File: src/rtl/ece241_q2_sweep_ctrl.sv
// Sweep sequencer for the 4-input SOP/POS function unit: walks all 16 codes,
// captures both outputs into truth tables and records SOP/POS disagreements.
module ece241_q2_sweep_ctrl #(
    parameter int EVAL_LAT = 1
) (
    input  logic        clk,
    input  logic        reset,
    input  logic        start,
    input  logic        abort,
    output logic        busy,
    output logic        done,
    output logic        a,
    output logic        b,
    output logic        c,
    output logic        d,
    input  logic        sop_in,
    input  logic        pos_in,
    output logic [15:0] tt_sop,
    output logic [15:0] tt_pos,
    output logic        mismatch,
    output logic [4:0]  mismatch_cnt,
    output logic [3:0]  first_bad
);

    typedef enum logic [1:0] {
        S_IDLE,
        S_RUN,
        S_FIN
    } state_t;

    localparam logic [2:0] LAT = 3'(EVAL_LAT);

    state_t      r_state;
    logic [3:0]  r_code;
    logic [2:0]  r_wcnt;
    logic        r_busy;
    logic        r_done;
    logic [3:0]  r_abcd;
    logic [15:0] r_tt_sop;
    logic [15:0] r_tt_pos;
    logic        r_mismatch;
    logic [4:0]  r_mm_cnt;
    logic [3:0]  r_first_bad;

    logic w_sample;
    logic w_diff;

    assign w_sample = (r_wcnt == LAT);
    assign w_diff   = sop_in ^ pos_in;

    always_ff @(posedge clk) begin
        if (reset) begin
            r_state     <= S_IDLE;
            r_code      <= 4'd0;
            r_wcnt      <= 3'd0;
            r_busy      <= 1'b0;
            r_done      <= 1'b0;
            r_abcd      <= 4'd0;
            r_tt_sop    <= 16'd0;
            r_tt_pos    <= 16'd0;
            r_mismatch  <= 1'b0;
            r_mm_cnt    <= 5'd0;
            r_first_bad <= 4'd0;
        end else begin
            r_done <= 1'b0;
            case (r_state)
                S_IDLE: begin
                    r_busy <= 1'b0;
                    r_abcd <= 4'd0;
                    if (start) begin
                        r_state     <= S_RUN;
                        r_code      <= 4'd0;
                        r_wcnt      <= 3'd0;
                        r_busy      <= 1'b1;
                        r_tt_sop    <= 16'd0;
                        r_tt_pos    <= 16'd0;
                        r_mismatch  <= 1'b0;
                        r_mm_cnt    <= 5'd0;
                        r_first_bad <= 4'd0;
                    end
                end
                S_RUN: begin
                    // abort wins over a sample on the same edge
                    if (abort) begin
                        r_state <= S_IDLE;
                        r_busy  <= 1'b0;
                        r_abcd  <= 4'd0;
                        r_code  <= 4'd0;
                        r_wcnt  <= 3'd0;
                    end else if (w_sample) begin
                        r_tt_sop[r_code] <= sop_in;
                        r_tt_pos[r_code] <= pos_in;
                        if (w_diff) begin
                            r_mm_cnt   <= r_mm_cnt + 5'd1;
                            r_mismatch <= 1'b1;
                            if (!r_mismatch) r_first_bad <= r_code;
                        end
                        if (r_code == 4'd15) begin
                            r_state <= S_FIN;
                            r_busy  <= 1'b0;
                            r_done  <= 1'b1;
                            r_abcd  <= 4'd0;
                            r_wcnt  <= 3'd0;
                        end else begin
                            r_code <= r_code + 4'd1;
                            r_abcd <= r_code + 4'd1;
                            r_wcnt <= 3'd0;
                        end
                    end else begin
                        r_wcnt <= r_wcnt + 3'd1;
                    end
                end
                S_FIN: begin
                    r_state <= S_IDLE;
                    r_code  <= 4'd0;
                end
                default: begin
                    r_state <= S_IDLE;
                    r_busy  <= 1'b0;
                    r_abcd  <= 4'd0;
                end
            endcase
        end
    end

    assign busy         = r_busy;
    assign done         = r_done;
    assign {a, b, c, d} = r_abcd;
    assign tt_sop       = r_tt_sop;
    assign tt_pos       = r_tt_pos;
    assign mismatch     = r_mismatch;
    assign mismatch_cnt = r_mm_cnt;
    assign first_bad    = r_first_bad;

endmodule

File: config.mk
export PLATFORM = sky130hd
export DESIGN_NAME = ece241_q2_sweep_ctrl
export DESIGN_NICKNAME = d
export VERILOG_FILES = /design/src/rtl/ece241_q2_sweep_ctrl.sv
export SDC_FILE = /design/constraint.sdc
export NUM_CORES = 1
export LEC_CHECK = 0
export BUFFER_PORTS_ARGS = -buffer_cell sky130_fd_sc_hd__buf_2
export CAP_MARGIN = 0
export CORE_AREA = 2 2 106 57
export CTS_CLUSTER_SIZE = 24
export DETAILED_ROUTE_END_ITERATION = 6
export DIE_AREA = 0 0 108 59
export GPL_TIMING_DRIVEN = 0
export PLACE_DENSITY = 0.77
export SLEW_MARGIN = 25
export SYNTH_ARGS = -nofsm -noshare
export SYNTH_HDL_FRONTEND = slang
export SYNTH_SLANG_ARGS = --single-unit
export TNS_END_PERCENT = 50
File: constraint.sdc
create_clock -name clk -period 1.8 [get_ports clk]
set_clock_uncertainty 0.2 [all_clocks]
set_input_delay 0.18 -clock clk [delete_from_list [all_inputs] [get_ports clk]]
set_output_delay 0.18 -clock clk [all_outputs]
set_load 0.005 [all_outputs]
; After elaboration in Yosys (flattened, before gate mapping)
; Index checks and enable logic that the tools add are counted.
[word_totals]
regBits = 57
output_inout_bits = 48
in_bits = 6
[classes]
magnitude_cmp = 2
muxes = 50
reduce_logical = 13
n_eq_ne = 12
addsub = 3
bitwise = 4
[ops]
columns = operator, count
row1 = two-way mux 16 bit, 5
row2 = case mux 16 bit (2 select lines), 2
row3 = two-way mux 4 bit, 11
row4 = bitwise mux 16 bit, 2
row5 = two-way mux 5 bit, 4
row6 = case mux 4 bit (2 select lines), 2
row7 = case mux 4 bit (3 select lines), 1
row8 = two-way mux 1 bit, 10
row9 = "inequality test 2 bit, second input constant", 5
row10 = case mux 5 bit (2 select lines), 1
row11 = two-way mux 3 bit, 3
row12 = "inequality test 3 bit, second input constant", 3
row13 = two-way mux 2 bit, 4
row14 = AND reduction 4 bit, 2
row15 = case mux 3 bit (2 select lines), 1
row16 = AND reduction 3 bit, 2
row17 = AND reduction 6 bit, 1
row18 = "adder 5 x 1 -> 5 bit, second input constant", 1
row19 = "< comparator 4 x 5 -> 1 bit, second input constant", 1
row20 = AND reduction 5 bit, 1
row21 = "adder 4 x 1 -> 4 bit, second input constant", 1
row22 = demux 1 bit (select 4 bit), 1
row23 = "equality test 4 bit, second input constant", 1
row24 = ">= comparator 4 x 1 -> 1 bit, second input constant", 1
row25 = other kinds (15), 18

; Longest topological paths before layout
; Gate-level depths: netlist of run 1.
[depth]
word_depth = 8
mapped_depth = 8

; Worst setup path after synthesis of run 1
; Ideal clock, no wire load.
[synth_timing]
kind = register -> register
start = register r_state[1]
end = register r_tt_sop[10], in the netlist tt_sop[10]
setup_ns = 0.117
slack_ns = -0.086
n_path_buf = 3
arrival_time_ns = 1.568
stages_incl_launch_ff = 8
path_cell_list = dfxtp_1 -> buf_6 -> or3b_1 -> buf_6 -> o21ai_4 -> buf_12 -> a21oi_2 -> a32o_1
[synth_between]
elab_chain_len = 3
elab_cells_between_ends = 8
cone_classes = 4 x eq/ne / 1 x mux / 3 x reduce/logical
[synth_lines]
columns = item, line
row1 = start: declaration, 33  ; state_t r_state;
row2 = start signal: assignment, 53  ; r_state <= S_IDLE;
row3 = start signal: assignment, 71  ; r_state <= S_RUN;
row4 = start signal: assignment, 85  ; r_state <= S_IDLE;
row5 = equality test 2 x 1 -> 1 bit / logical NOT 2 bit (equally long branches), 66  ; case (r_state)
row6 = inequality test 2 bit (no line) / nonzero test 2 bit (equally long branches), --
row7 = AND reduction 4 bit (no line), --
row8 = end signal: indexed assignment, 91  ; r_tt_sop[r_code] <= sop_in;
row9 = end: declaration, 39  ; logic [15:0] r_tt_sop;
; Parallel ways exist; a longest one is shown, timed or not.
; A chain may end at the register's enable or synchronous reset.

; Worst setup path after layout of run 1
[layout_timing]
start = register r_state[0]
end = register r_tt_sop[0], in the netlist tt_sop[0]
; Same word-level chain as after synthesis.

==> summary.md, run 1 <==
| Metric | Value |
|---|---|
| Status | `finished, violations left` |
| Failing checks | `setup timing` |
| CTS Sinks | `57` |
| Worst slew margin | `0.543` |
| GR Overflow Total | `0` |
| Cell count after synthesis | `between 200 and 300` |
| Htree depth | `3` |
| Final Cycle Share | `1.08` |
| Initial antenna violation count | `0` |
| Slew Limit Fails | `0` |
| All-Layer GR Usage | `0.216` |
| Cell Pwr Density | `753 nW/um2` |
| Met1 GRT Util | `0.277` |
| Grt peak-use layer | `met2` |
| Placed insts | `389` |
| Maximum vdd ir drop | `between 0.4 and 0.5 mV` |
| Tot Pwr | `between 0.002 and 0.003 W` |
| Standard-cell row count | `19` |
| Die Y | `59 um` |
| RSZ-0062 raised after global routing | `yes` |
| Final setup margin | `-0.137 ns` |
| Core area | `between 5000 and 6000 um2` |
| Total of max-cap violations | `0` |
| Reg2reg path depth | `6` |
| Grt met3 use | `0.0582` |
| Grt met2 use | `0.350` |
| Vias | `2,418` |
| CP max FO | `6` |
| Die X | `~110 um` |
| CTS Buffer Depth | `2` |
| Setup_tns | `-2.81 ns` |
| Register area share after synthesis | `0.441` |
| Post-route design area | `roughly 3400 um2` |
| Final HPWL from detailed placement | `4.57 mm` |
| Final Wtd Congestion | `approximately 0.86` |
| Drt first pass iters | `4` |
| Share of layout cells above drive strength 1 | `0.395` |
| Synth Cell Area | `2590 um2` |
| Avg WL per Cell | `around 17 um` |
| Worst Tran Pin Value | `0.686 ns` |
| Required @ worst endpoint | `1.84 ns` |
| Commonest non-fill, non-tap cell in the layout | `buf_2` |
| Routed Wire Length | `6.96 mm` |
| Synth warnings | `0` |
| Initial Utilization | `0.484` |
| Fin cells | `slightly above 400` |
| Cell area after placement | `about 3000 um2` |
| Worst Path Arrival | `around 2.0 ns` |
| Startpoint class of the critical path | `register` |
| Worst Hold Path Cells | `4` |
| Num CTS Buffers | `9` |
| Syn_area_per_cell | `9.84 um2` |
| Leading area contributor after synthesis | `dfxtp_1` |
| Io pins | `54` |
| # diodes | `0` |
| Post-synth top area share | `0.441` |
| Most frequent cells in the layout | `buf_2, dfxtp_1, a21oi_1, a32o_1` |
| CP Capture Type | `register` |
| Area growth, synth to finish | `31.1%` |
| Netlist cell types | `between 40 and 50` |
| DRC | `0` |
| Initial drt markers | `139` |
| Worst R2R Setup Slack | `-0.14 ns` |
| Pin count of the biggest net entering global routing | `11` |
| Vias in the first global route | `2,183` |
| Final min period | `~1.9 ns` |
| Port Buffers | `53` |
| Antenna viol nets, final | `0` |
| Syn nets | `274` |
| Crit Path Class | `register to register` |
| Leakage | `1.43 nW` |
| FF+latch count, synth | `57` |
| DR vias/cell | `a little under 6` |
| First-pass GRT wire length | `~11 mm` |
| Fmax | `516 MHz` |
| Worst skew pair latency | `0.34 ns` |
| Count of final setup violators | `37` |
| Die ar. | `6370 um2` |
| Worst Hold Class | `input port to register` |
| Worst-path clk slew | `0.06 ns` |
| Final #Nets | `350` |
| CTS tree | `done` |
| Hold Violations, Final | `0` |
| Synth top area cells | `dfxtp_1, a32o_1, a21oi_1` |
| Clock Root Buffer | `clkbuf_8` |
per-layer routing:
layer | up-vias | share of wire
li1 | 1140 | -
met1 | 1160 | 0.44
met2 | 103 | 0.46
met3 | 15 | 0.082
met4 | 0 | 0.022
met5 | - | 0
repair_timing:
action | CTS | global route
resized for setup | 22 | 22
hold endpoints to repair | 4 | 0
setup buffers | 8 | 5
gates cloned | 1 | 1
endpoints found under the setup margin | 51 | 53
hold buffers | 2 | 0
pin swaps | 7 | 9
where the power goes:
| part | internal [W] | leakage [nW] | switching [W] |
|---|---|---|---|
| Combinational | 0.000108 | 0.886 | 0.000145 |
| Sequential | 0.00126 | 0.464 | 0.00000508 |
| Clock | 0.000561 | 0.0826 | 0.000473 |
metrics by stage:
stage / util / setup slack, ns / hold WS (ns)
4_1_cts: 0.612 / -0.131 / 0.0544
3_5_place_dp: 0.551 / -0.323 / 0.247
6_report: 0.635 / -0.137 / 0.0837
3_3_place_gp: 0.551 / -0.252 / 0.242
5_1_grt: 0.635 / -0.166 / 0.0866
2_1_floorplan: - / -0.0853 / 0.113
registers in the layout, indices dropped and copies added (netlist names):
| signal | count |
|---|---|
| done | 1 |
| mismatch | 1 |
| tt_sop | 16 |
| first_bad | 4 |
| r_code | 4 |
| r_state | 2 |
| r_abcd | 4 |
| busy | 1 |
| r_wcnt | 3 |
| tt_pos | 16 |
| mismatch_cnt | 5 |
final timing paths:
path | to | start
worst min register to register | r_abcd[1] | r_abcd[1]
worst max register to register | tt_sop[0] | r_state[0]
worst max-delay path | tt_sop[0] | r_state[0]
worst min-delay path | r_code[2] | start
cells by family (layout without fill, tap and decap cells):
family | after synthesis | after routing | synth area share
muxes | 2 | 2 | 0.00822
adders and majority gates | 5 | 5 | 0.0242
DFF | 57 | 57 | 0.441
buffers and inverters | 25 | 104 | 0.0619
xor gates and xnor gates | 5 | 5 | 0.0169
and+or+nand+nor | 75 | 75 | 0.173
AOI/OAI and AO/OA | 94 | 94 | 0.275
synthesized netlist by cell type (all sizes together):
master and number:
or3 1, nor2 12, mux2 1, o21a 2, and2 1, nand2 14
a32o 16, a31oi 1, o21ai 10, nand4b 1, o22ai 1, a21o 6
xor2 1, or3b 3, clkbuf 12, a22o 10, inv 4, mux2i 1
nand4 2, nand3b 8, nor3b 5, buf 9, a32oi 1, a22oi 1
o21bai 1, nor4 1, nand3 10, a211o 2, dfxtp 57, o2bb2ai 8
a21oi 31, o211ai 3, and2b 1, nor3 5, or2 1, and3 5
a211oi 1, nor2b 2, ha 5, xnor2 4, nand2b 3
critical path, stage by stage, from the launching register on:
cell and delay, ns:
dfxtp_4 0.36, or3b_4 0.46, o21ai_4 0.25, buf_12 0.16, clkbuf_16 0.15, a21oi_2 0.06
a32o_1 0.19
area by class of cell:
class / count / area [um2]
fillers: 434 / 1950
multi-input cells: 181 / 1380
repair buffers: 70 / 460
plain buffers: 16 / 124
inverters: 4 / 15.0
clock buffers: 14 / 163
flip-flops and latches: 57 / 1160
well taps: 73 / 91.3
Power figures use the tool's default switching activity.
==> run 2, diff against run 1 <==
CORE_AREA = 2 2 104 56   (was 2 2 106 57)
CTS_BUF_LIST = sky130_fd_sc_hd__clkbuf_2 sky130_fd_sc_hd__clkbuf_4 sky130_fd_sc_hd__clkbuf_8   (was default)
DIE_AREA = 0 0 106 58   (was 0 0 108 59)
PLACE_DENSITY = 0.8   (was 0.77)
==> summary.md, run 2 (synthesis results as in run 1) <==
| Metric | Value |
|---|---|
| Count of final setup violators | `27 (was 37)` |
| Status | `finished, violations left (unchanged)` |
| Leakage | `1.48 nW (was 1.43 nW)` |
| Tot Pwr | `0.00261 W (was 0.00256 W)` |
| Io pins | `54 (unchanged)` |
| Total of max-cap violations | `0 (unchanged)` |
| Worst R2R Setup Slack | `-0.08 ns (was -0.14 ns)` |
| Commonest non-fill, non-tap cell in the layout | `buf_2 (unchanged)` |
| Cell Pwr Density | `745 nW/um2 (was 753 nW/um2)` |
| First-pass GRT wire length | `11.8 mm (was 10.5 mm)` |
| Failing checks | `setup timing (unchanged)` |
| Highest metal used | `met4 (unchanged)` |
| GR Overflow Total | `0 (unchanged)` |
| Share of layout cells above drive strength 1 | `0.431 (was 0.395)` |
| Final HPWL from detailed placement | `4.99 mm (was 4.57 mm)` |
| CP Capture Type | `register (unchanged)` |
| Slew Limit Fails | `0 (unchanged)` |
| Final setup margin | `-0.0807 ns (was -0.137 ns)` |
| Final Cycle Share | `1.04 (was 1.08)` |
| Maximum vdd ir drop | `0.587 mV (was 0.419 mV)` |
| M1 WL | `3.66 mm (was 3.05 mm)` |
| Final #Nets | `355 (was 350)` |
| Vias in the first global route | `2,244 (was 2,183)` |
| Worst skew pair latency | `0.34 ns (about the same)` |
| Initial antenna violation count | `0 (unchanged)` |
| Core area | `5250 um2 (was 5350 um2)` |
| Fin cells | `421 (was 415)` |
| Placed insts | `389 (unchanged)` |
| CTS tree | `done (unchanged)` |
| Crit Path Class | `register to register (unchanged)` |
| All-Layer GR Usage | `0.252 (was 0.216)` |
| Required @ worst endpoint | `1.83 ns (was 1.84 ns)` |
| Initial Utilization | `0.493 (was 0.484)` |
| DR vias/cell | `5.86 (was 5.83)` |
| DRC | `0 (unchanged)` |
| Final Wtd Congestion | `0.878 (was 0.859)` |
| Initial drt markers | `199 (was 139)` |
| Die ar. | `6150 um2 (was 6370 um2)` |
| Clock Root Buffer | `clkbuf_8 (unchanged)` |
| Worst-path clk slew | `0.06 ns (about the same)` |
| RSZ-0062 raised after global routing | `yes (unchanged)` |
| Antenna viol nets, final | `0 (unchanged)` |
| Fin util | `0.666 (was 0.635)` |
| Hold WS | `0.0774 ns (was 0.0837 ns)` |
| Vias | `2,466 (was 2,418)` |
| Worst Tran Pin Value | `0.551 ns (was 0.686 ns)` |
| Port Buffers | `53 (unchanged)` |
| Avg WL per Cell | `17.6 um (was 16.8 um)` |
| Drt first pass iters | `4 (unchanged)` |
| Number of fillers in the final layout | `414 (was 434)` |
| Routed Wire Length | `7.40 mm (was 6.96 mm)` |
| Die X | `106 um (was 108 um)` |
| Met3 WL | `684 um (was 568 um)` |
| CTS Sinks | `57 (unchanged)` |
| CTS Buffer Depth | `2 (unchanged)` |
| Worst Path Arrival | `1.91 ns (was 1.97 ns)` |
| Htree depth | `3 (unchanged)` |
| # diodes | `0 (unchanged)` |
| Standard-cell row count | `19 (unchanged)` |
| Final min period | `1.88 ns (was 1.94 ns)` |
| Fmax | `532 MHz (was 516 MHz)` |
| Hold Violations, Final | `0 (unchanged)` |
| CP max FO | `8 (was 6)` |
| Die Y | `58 um (was 59 um)` |
| Worst slew margin | `0.630 (was 0.543)` |
| Most frequent cells in the layout | `buf_2, dfxtp_1, buf_4, a21oi_2, a32o_1 (was buf_2, dfxtp_1, a21oi_1, a32o_1)` |
| Pin count of the biggest net entering global routing | `11 (unchanged)` |
| Worst Hold Class | `input port to register (unchanged)` |
| Metal2 WL | `3.01 mm (was 3.19 mm)` |
| Startpoint class of the critical path | `register (unchanged)` |
| Num CTS Buffers | `9 (unchanged)` |
| Area growth, synth to finish | `35.1% (was 31.1%)` |
run 2: through the flow:
step                      instance area (um2)  setup TNS (ns)  setup WS, ns
after floorplan                          2590           -1.32       -0.0853
after global placement                   2950           -9.56        -0.294
after detailed placement                 2950          -10.59        -0.313
after CTS                                3310          -0.725       -0.0818
after global routing                     3500           -3.00        -0.119
final                                    3500           -1.02       -0.0807
run 2: final cells by class:
type | count | area (um2) | share of cell area
flip-flops and latches | 57 | 1160 | 0.331
clock inverters | 3 | 15.0 | 0.00429
plain buffers | 14 | 97.6 | 0.0279
well taps | 73 | 91.3 | 0.0261
inverters | 4 | 15.0 | 0.00429
repair buffers | 77 | 514 | 0.147
multi-input cells | 181 | 1440 | 0.412
clock buffers | 12 | 165 | 0.0472
run 2: path summary, 6_finish.rpt:
path	start	end	cells past startpoint
hold / removal	pos_in	tt_pos[11]	3
setup / recovery	r_state[1]	tt_pos[13]	6
setup reg to reg	r_state[1]	tt_pos[13]	6
hold reg to reg	tt_sop[0]	tt_sop[0]	1
run 2: power breakdown:
part / internal, W / total, W / switching, W
combinational: 0.0000950 / 0.000244 / 0.000149
clock: 0.000597 / 0.00109 / 0.000498
sequential: 0.00126 / 0.00127 / 0.00000460
run 2: what timing repair did:
item                       CTS  global route
pin swaps                   11            15
gates resized for setup     28            29
hold buffers                 2             0
hold endpoints to repair     4             0
setup endpoints to repair   52            52
gates cloned                 1             0
setup buffers               11            10
run 2: critical path: stages, from the launching register on:
cell	delay, ns
dfxtp_4	0.36
or3b_1	0.36
buf_6	0.15
o21ai_4	0.19
buf_8	0.19
a21oi_4	0.07
a22o_1	0.24
run 2: metal layers:
| layer | GRT usage | vias up |
|---|---|---|
| met2 | 0.337 | 127 |
| met1 | 0.383 | 1185 |
| met4 | 0.0789 | 0 |
| met5 | 0 | - |
| li1 | - | 1149 |
| met3 | 0.0754 | 5 |
==> run 3, diff against run 2 <==
==> constraint.sdc (replaced) <==
create_clock -name clk -period 1.6 [get_ports clk]
set_clock_uncertainty 0.2 [all_clocks]
set_input_delay 0.16 -clock clk [delete_from_list [all_inputs] [get_ports clk]]
set_output_delay 0.16 -clock clk [all_outputs]
set_load 0.05 [all_outputs]
==> summary.md, run 3 (synthesis results as in run 1) <==
| Metric | Value |
|---|---|
| Status | `finished, violations left (unchanged)` |
| Failing checks | `setup timing (unchanged)` |
| Vias in the first global route | `2,255 (was 2,244)` |
| Drt first pass iters | `7 (was 4)` |
| Total of max-cap violations | `0 (unchanged)` |
| Standard-cell row count | `19 (unchanged)` |
| Share of layout cells above drive strength 1 | `0.459 (was 0.431)` |
| Pin count of the biggest net entering global routing | `11 (unchanged)` |
| Htree depth | `3 (unchanged)` |
| Worst Hold Class | `input port to register (unchanged)` |
| Cell area after placement | `2950 um2 (unchanged)` |
| DR vias/cell | `6.00 (was 5.86)` |
| Worst-path clk slew | `0.06 ns (about the same)` |
| FF/Latch Area | `1160 um2 (about the same)` |
| Reg2reg start | `r_state[0] (was r_state[1])` |
| RSZ-0062 raised after global routing | `yes (unchanged)` |
| Clock Root Buffer | `clkbuf_8 (unchanged)` |
| Most frequent cells in the layout | `buf_2, dfxtp_1, a21oi_1, a32o_1, nand2_1 (was buf_2, dfxtp_1, buf_4, a21oi_2, a32o_1)` |
| CP max FO | `10 (was 8)` |
| Reg2reg path depth | `7 (was 6)` |
| Final #Nets | `358 (was 355)` |
| Worst Hold Path Cells | `4 (was 3)` |
| Final min period | `1.95 ns (was 1.88 ns)` |
| Slew Limit Fails | `0 (unchanged)` |
| Io pins | `54 (unchanged)` |
| Count of final setup violators | `54 (was 27)` |
| Routed Wire Length | `7.84 mm (was 7.40 mm)` |
| Port Buffers | `53 (unchanged)` |
| Antenna viol nets, final | `0 (unchanged)` |
| Die ar. | `6150 um2 (unchanged)` |
| Final setup margin | `-0.350 ns (was -0.0807 ns)` |
| Setup_tns | `-13.14 ns (was -1.02 ns)` |
| Worst R2R Setup Slack | `-0.35 ns (was -0.08 ns)` |
| All-Layer GR Usage | `0.254 (was 0.252)` |
| DRC | `0 (unchanged)` |
| Initial Utilization | `0.493 (unchanged)` |
| Number of fillers in the final layout | `391 (was 414)` |
| Final Wtd Congestion | `0.891 (was 0.878)` |
| Placed insts | `389 (unchanged)` |
| CP Capture Type | `register (unchanged)` |
| Leakage | `1.55 nW (was 1.48 nW)` |
| Hold_sp | `sop_in (was pos_in)` |
| Worst Path Arrival | `1.97 ns (was 1.91 ns)` |
| Required @ worst endpoint | `1.62 ns (was 1.83 ns)` |
| Crit Path Class | `register to register (unchanged)` |
| Worst slew margin | `0.578 (was 0.630)` |
| Worst Tran Pin Value | `0.628 ns (was 0.551 ns)` |
| Post-route design area | `3660 um2 (was 3500 um2)` |
| Maximum vdd ir drop | `0.637 mV (was 0.587 mV)` |
| Avg WL per Cell | `18.5 um (was 17.6 um)` |
| CTS tree | `done (unchanged)` |
| GR Overflow Total | `0 (unchanged)` |
| Hold Path End | `mismatch_cnt[1] (was tt_pos[11])` |
| Reg2reg end | `tt_sop[3] (was tt_pos[13])` |
| Hold Violations, Final | `0 (unchanged)` |
| Core area | `5250 um2 (unchanged)` |
| Worst skew pair latency | `0.34 ns (about the same)` |
| Fmax | `513 MHz (was 532 MHz)` |
| Final HPWL from detailed placement | `4.92 mm (was 4.99 mm)` |
| Fin cells | `424 (was 421)` |
| Commonest non-fill, non-tap cell in the layout | `buf_2 (unchanged)` |
| Die X | `106 um (unchanged)` |
| Cell Pwr Density | `909 nW/um2 (was 745 nW/um2)` |
| Num CTS Buffers | `9 (unchanged)` |
| CTS Sinks | `57 (unchanged)` |
| Initial antenna violation count | `0 (unchanged)` |
| # diodes | `0 (unchanged)` |
| CTS Buffer Depth | `2 (unchanged)` |
| Vias | `2,543 (was 2,466)` |
| Final Cycle Share | `1.22 (was 1.04)` |
| Die Y | `58 um (unchanged)` |
| Fin util | `0.696 (was 0.666)` |
| Area growth, synth to finish | `41.3% (was 35.1%)` |
| Initial drt markers | `224 (was 199)` |
| Multi-input logic area | `1490 um2 (was 1440 um2)` |
| First-pass GRT wire length | `11.7 mm (was 11.8 mm)` |
| Startpoint class of the critical path | `register (unchanged)` |
## run 3: cell count changes in the layout (fill, tap and decap cells not counted), sizes merged
cell | previous run | this run
clkbuf | 19 | 21
clkinv | 3 | 0
bufinv | 0 | 2
buf | 82 | 84
## run 3: report_power, final
part           internal (W)  total (W)  leakage, nW  switching [W]
Clock               0.00101    0.00158        0.119       0.000563
Sequential          0.00142    0.00142        0.464     0.00000511
Combinational      0.000132   0.000323        0.971       0.000191
## run 3: layout make-up
cell class,instances,share of cell area
buffer,17,0.0386
multi-input combinational,181,0.408
sequential,57,0.318
clock inverter,2,0.0164
timing repair buffer,77,0.143
tap,73,0.0250
inverter,4,0.00410
clock buffer,13,0.0472
## run 3: worst max-delay path by stage
stage | from | endpoint | slack, ns | depth (start not counted)
floorplan | r_state[1] | tt_sop[10] | -0.29 | 7
global placement | r_state[0] | first_bad[3] | -0.50 | 4
detailed placement | r_state[0] | first_bad[3] | -0.59 | 4
CTS | r_state[1] | tt_sop[6] | -0.29 | 6
global route | r_state[1] | mismatch_cnt[2] | -0.39 | 8
finish | r_state[0] | tt_sop[3] | -0.35 | 7
## run 3: layer usage
layer / share of wire / GRT usage
met1: 0.45 / 0.370
met2: 0.42 / 0.352
met3: 0.11 / 0.0765
met4: 0.022 / 0.0977
met5: 0 / 0
## run 3: worst max-delay path: stages (launching register included)
cell     delay, ns
dfxtp_4       0.35
or3b_1        0.35
buf_6         0.15
o21ai_4       0.22
buf_12        0.16
buf_12        0.13
a21oi_2       0.06
a32o_1        0.20
## run 3: per-stage QoR
step	hold slack (ns)	setup slack [ns]	power, W
5_1_grt	0.0837	-0.394	0.00341
6_report	0.0677	-0.350	0.00332
4_1_cts	0.0482	-0.292	0.00328
2_1_floorplan	0.0930	-0.285	0.00162
3_5_place_dp	0.246	-0.592	0.00167
3_3_place_gp	0.247	-0.501	0.00167
## run 3: timing repair
| action | CTS | global route |
|---|---|---|
| endpoints found under the setup margin | 57 | 56 |
| endpoints found under the hold margin | 4 | 0 |
| cloned | 1 | 0 |
| buffers inserted | 16 | 5 |
| hold buffers | 2 | 0 |
| pin swaps | 20 | 14 |
| resized for setup | 48 | 33 |
